`src/rtl/mano_pkg.sv`:
```
// Shared types for the basic-computer control path: sequencer states and SC width.
package mano_pkg;
  localparam int SC_WIDTH = 4;

  typedef enum logic [1:0] {
    BOOT   = 2'd0,
    HALTED = 2'd1,
    RUN    = 2'd2,
    STEP   = 2'd3
  } sequencer_state_t;
endpackage

```
`src/rtl/timing_sequencer_one_hot_decoder.sv`:
```
// Binary-to-one-hot decoder with enable; all-zero output when disabled.
module one_hot_decoder #(
  parameter int IN_W = 4
) (
  input  logic [IN_W-1:0]       sel,
  input  logic                  enable,
  output logic [(1<<IN_W)-1:0]  one_hot
);
  localparam int OUT_W = 1 << IN_W;

  always_comb begin
    one_hot = '0;
    if (enable) one_hot = OUT_W'(1) << sel;
  end
endmodule

```
`src/rtl/timing_sequencer.sv`:
```
// Sequence counter and T0..T15 generation plus boot / halted / run / step control.
module timing_sequencer
  import mano_pkg::*;
#(
  parameter int BOOT_CYCLES = 4,
  parameter int COUNT_WIDTH = 16
) (
  input  logic                   clock_in,
  input  logic                   reset_in,
  input  logic                   sc_clear_in,
  input  logic                   s_in,
  input  logic                   run_request_in,
  input  logic                   step_request_in,
  input  logic                   halt_request_in,
  output logic [15:0]            timer_out,
  output logic [SC_WIDTH-1:0]    sc_out,
  output logic                   boot_out,
  output logic                   start_out,
  output logic                   halted_out,
  output logic [COUNT_WIDTH-1:0] retired_out
);
  sequencer_state_t    state, next_state;
  logic [7:0]          boot_cnt;
  logic [SC_WIDTH-1:0] sc;
  logic                halt_pend;
  logic                executing, boundary, halt_eff;

  always_comb begin
    next_state = state;
    start_out  = 1'b0;
    executing  = ((state == RUN) || (state == STEP)) && s_in;
    boundary   = executing && sc_clear_in;
    // A halt request in the boundary cycle itself still stops at that boundary.
    halt_eff   = halt_pend || halt_request_in;
    case (state)
      BOOT:   if (boot_cnt == 8'd0) next_state = HALTED;
      HALTED: begin
        if (run_request_in) begin
          next_state = RUN;
          start_out  = 1'b1;
        end else if (step_request_in) begin
          next_state = STEP;
          start_out  = 1'b1;
        end
      end
      RUN:    if (!s_in || (sc_clear_in && halt_eff)) next_state = HALTED;
      STEP:   if (!s_in || sc_clear_in) next_state = HALTED;
      default: next_state = BOOT;
    endcase
  end

  always_ff @(posedge clock_in or posedge reset_in) begin
    if (reset_in) begin
      state       <= BOOT;
      boot_cnt    <= 8'(BOOT_CYCLES - 1);
      sc          <= '0;
      retired_out <= '0;
      halt_pend   <= 1'b0;
    end else begin
      state <= next_state;
      if (state == BOOT && boot_cnt != 8'd0) boot_cnt <= boot_cnt - 8'd1;
      if (executing) sc <= sc_clear_in ? '0 : sc + 1'b1;
      else           sc <= '0;
      if (boundary) retired_out <= retired_out + 1'b1;
      if (next_state == HALTED)                     halt_pend <= 1'b0;
      else if (state == RUN && halt_request_in)     halt_pend <= 1'b1;
    end
  end

  assign sc_out     = sc;
  assign boot_out   = (state == BOOT);
  assign halted_out = (state == HALTED);

  one_hot_decoder #(.IN_W(SC_WIDTH)) u_dec (
    .sel     (sc),
    .enable  (executing),
    .one_hot (timer_out)
  );
endmodule

```
`config.mk`:
```
export PLATFORM = sky130hd
export DESIGN_NAME = timing_sequencer
export DESIGN_NICKNAME = d
export VERILOG_FILES = /design/src/rtl/mano_pkg.sv /design/src/rtl/timing_sequencer_one_hot_decoder.sv /design/src/rtl/timing_sequencer.sv
export SDC_FILE = /design/constraint.sdc
export NUM_CORES = 1
export LEC_CHECK = 0
export BUFFER_PORTS_ARGS = -buffer_cell sky130_fd_sc_hd__buf_2
export CAP_MARGIN = 10
export CORE_UTILIZATION = 45
export DETAILED_ROUTE_END_ITERATION = 6
export GPL_ROUTABILITY_DRIVEN = 0
export PLACE_DENSITY = 0.7
export SYNTH_ARGS = -nofsm -noshare
export SYNTH_HDL_FRONTEND = slang
export SYNTH_SLANG_ARGS = --single-unit
```
`constraint.sdc`:
```
create_clock -name clock_in -period 2.4 [get_ports clock_in]
set_input_delay 0.12 -clock clock_in [delete_from_list [all_inputs] [get_ports clock_in]]
set_output_delay 0.12 -clock clock_in [all_outputs]
set_load 0.01 [all_outputs]
```
==> impl_metrics.yaml <==
die:
  core_sq_um: 3390
  ios: 46
  start_util: 0.477
  fp.dieW_um: 62.0
  rows: 21
  dieHeight_um: 62.0
  die_area_sq_um: 3840
timing:
  finalMaxSlewViolations: 0
  setup_tns_ns: 0
  relSlewSlack: 0.578
  hold_viol: 0
  worstMarginPinSlew_ns: 0.627
  fin_crit_sh: 0.788
  final.min_clock_period_ns: 1.89
  whs_ns: 0.0938
  fmax_mhz: 529
  setup_viol: 0
  rsz0062_at_grt: "false"
  skew_ns: 0.0108
worst_setup_path:
  critical-path-top-delay-family: "simple AND/OR/NAND/NOR gates"
  crit_type: "flip-flop to flip-flop"
  slowest_delay_ns: 0.65
  cp-start-kind: "flip-flop"
  cp.arrival_ns: 2.12
  path_max_fanout: 17
  required_ns: 2.63
  crit_buf_inv: 0
  crit_path_end_kind: "flip-flop"
  slowest_stage: "dfrtp_1"
  worstPathCellList: "nand3_1, nor3_1, nand4_1, xnor2_1"
synth:
  synth_edf_count: 0
  synth.area.top_cells: "dfrtp_1 45%, xnor2_1 8.1%, ha_1 6.2%, xor2_1 3.8%, nor2_1 3.7%"
  synth_cell_types: 34
  ys_warn_count: 0
  syn_area_per_cell_sq_um: 10.0
  syn-num-nets: 176
  async_flop_share: 1.00
  ys_seq_area_frac: 0.481
  synth_top_cell_area_share: 0.449
  synthFlopType: "dfrtp_1"
  synth-seq-cells: 31
  synth_area_sq_um: 1620
  yosys.area.top_type: "dfrtp_1"
  synth_cells: 161
pwr:
  p_per_area_nw_per_um2: 714
  peakVddDrop_mv: 0.539
  p_leak_nw: 1.05
cts:
  numCtsBuffers: 5
  cts-htree-levels: 2
  clk_latency_ns: 0.33
  cts-root-buf: "clkbuf_4"
  cts.sinks: 31
  clkTransAtPathRegs_ns: 0.10
  cts_buffer_depth: 2
  cts-resized-gates: 0
  cts_tree: "built"
route:
  first_pass_iters: 4
  met2_length_um: 1540
  routed_wl_um: 3070
  drcViolationCount: 0
  wl_per_cell_um: 11.9
  drt-initial-drc-count: 55
  met1_length_um: 1350
  num_vias: 1306
  wl_met3_um: 154
  viasPerCell: 5.04
  ant_nets: 0
  dr.max_layer_used: "met4"
layout:
  layout.nets: 227
  drive_gt1_frac: 0.300
  num_antenna_cells: 0
  fillCellCount: 305
  final_common_cell: "buf_2"
  layout_common_cells: "45 x buf_2, 29 x dfrtp_1, 16 x nor2_1"
  stdcell_count: 259
  syn_to_final_growth_pct: 23.1
status:
  outcome: "finished clean"
grt:
  grt_max_degree: 32
  antenna_found_initial: 0
  grt_pass1_vias: 1176
  gr-usage-all-layers: 0.183
  grt_overflow: 0
  grt_first_pass_wirelength_um: 5000
place:
  portBuffers: 45
  hpwlAfterDp_um: 2320
  dpl.cell_count: 250
hold_path:
  min_path_type: "input port to flip-flop"
flow_run:
  max_cap_violations: 0
==> per-layer routing <==
metal	vias up	global-route usage
met3	4	0.0621
met1	626	0.205
met4	0	0.105
met5	-	0
met2	30	0.302
li1	646	-
==> what timing repair did <==
item / 4_1_cts / 5_1_grt
hold buffers: 1 / 0
hold endpoints to repair: 29 / 0
setup buffers: 0 / 0
endpoints found under the setup margin: 0 / 0
==> worst paths after layout <==
path / from / depth (start not counted) / slack (ns) / endpoint
worst max-delay path: state[1]$_DFF_PP0_ / 4 / 0.51 / retired_out[13]$_DFFE_PP0P_
worst min-delay path: halt_request_in / 3 / 0.09 / halt_pend$_DFFE_PP0P_
worst min register to register: retired_out[15]$_DFFE_PP0P_ / 1 / 0.48 / retired_out[15]$_DFFE_PP0P_
max in group asynchronous: reset_in / 4 / 1.69 / boot_cnt[1]$_DFFE_PP1P_
min in group asynchronous: reset_in / 4 / 0.39 / retired_out[12]$_DFFE_PP0P_
worst max register to register: state[1]$_DFF_PP0_ / 4 / 0.51 / retired_out[13]$_DFFE_PP0P_
==> area by class of cell <==
| cell class | count | area, sq um | area share |
|---|---|---|---|
| clock buffer | 6 | 51.3 | 0.0258 |
| sequential | 31 | 778 | 0.391 |
| timing repair buffer | 47 | 243 | 0.122 |
| tap | 46 | 57.6 | 0.0289 |
| clock inverter | 2 | 35.0 | 0.0176 |
| inverter | 15 | 56.3 | 0.0283 |
| multi-input combinational | 112 | 771 | 0.387 |
==> synth_stat cells, types with 3 or more instances <==
master   number
dfrtp_1      29
nor2_1       16
inv_1        15
nand2_1      15
xnor2_1      15
ha_1          8
nand3_1       8
nand4_1       7
nor3_1        7
xor2_1        7
a21oi_1       3
and3_1        3
==> registers in the layout, summed over array words and instances, names as in the netlist <==
name and count:
retired_out 16, boot_cnt 8, sc_out 4, state 2
halt_pend 1
==> metrics by stage <==
step,utilization,setup WS [ns],cell area [sq um],total power (W)
2_1_floorplan,-,0.854,1620,0.000887
3_3_place_gp,0.559,0.585,1900,0.000995
3_5_place_dp,0.559,0.526,1900,0.00101
4_1_cts,0.588,0.483,1990,0.00144
5_1_grt,0.588,0.257,1990,0.00152
6_report,0.588,0.508,1990,0.00142
==> power by group <==
group	total, W	internal (W)	leakage, nW	switching, W
logic	0.000324	0.000151	0.592	0.000173
clock network	0.000425	0.000246	0.0482	0.000179
registers	0.000673	0.000579	0.414	0.0000942
==> worst reg2reg max path, cell delays in order (launching register included) <==
cell	delay (ns)
dfrtp_1	0.65
nand3_1	0.19
nor3_1	0.57
nand4_1	0.22
xnor2_1	0.17
==> cells by family (layout without fill, tap and decap cells) <==
group / after synthesis / in the layout / share of synthesized area
multiplexers: 2 / 2 / 0.0131
flip-flops: 31 / 31 / 0.481
buffers and inverters: 18 / 70 / 0.0425
AO/OA/AOI/OAI: 10 / 10 / 0.0441
adder cells (fa/ha/maj): 8 / 8 / 0.0619
XOR/XNOR: 22 / 22 / 0.119
AND/OR/NAND/NOR: 70 / 70 / 0.238
Note: power is estimated with default switching activity, not from simulation.
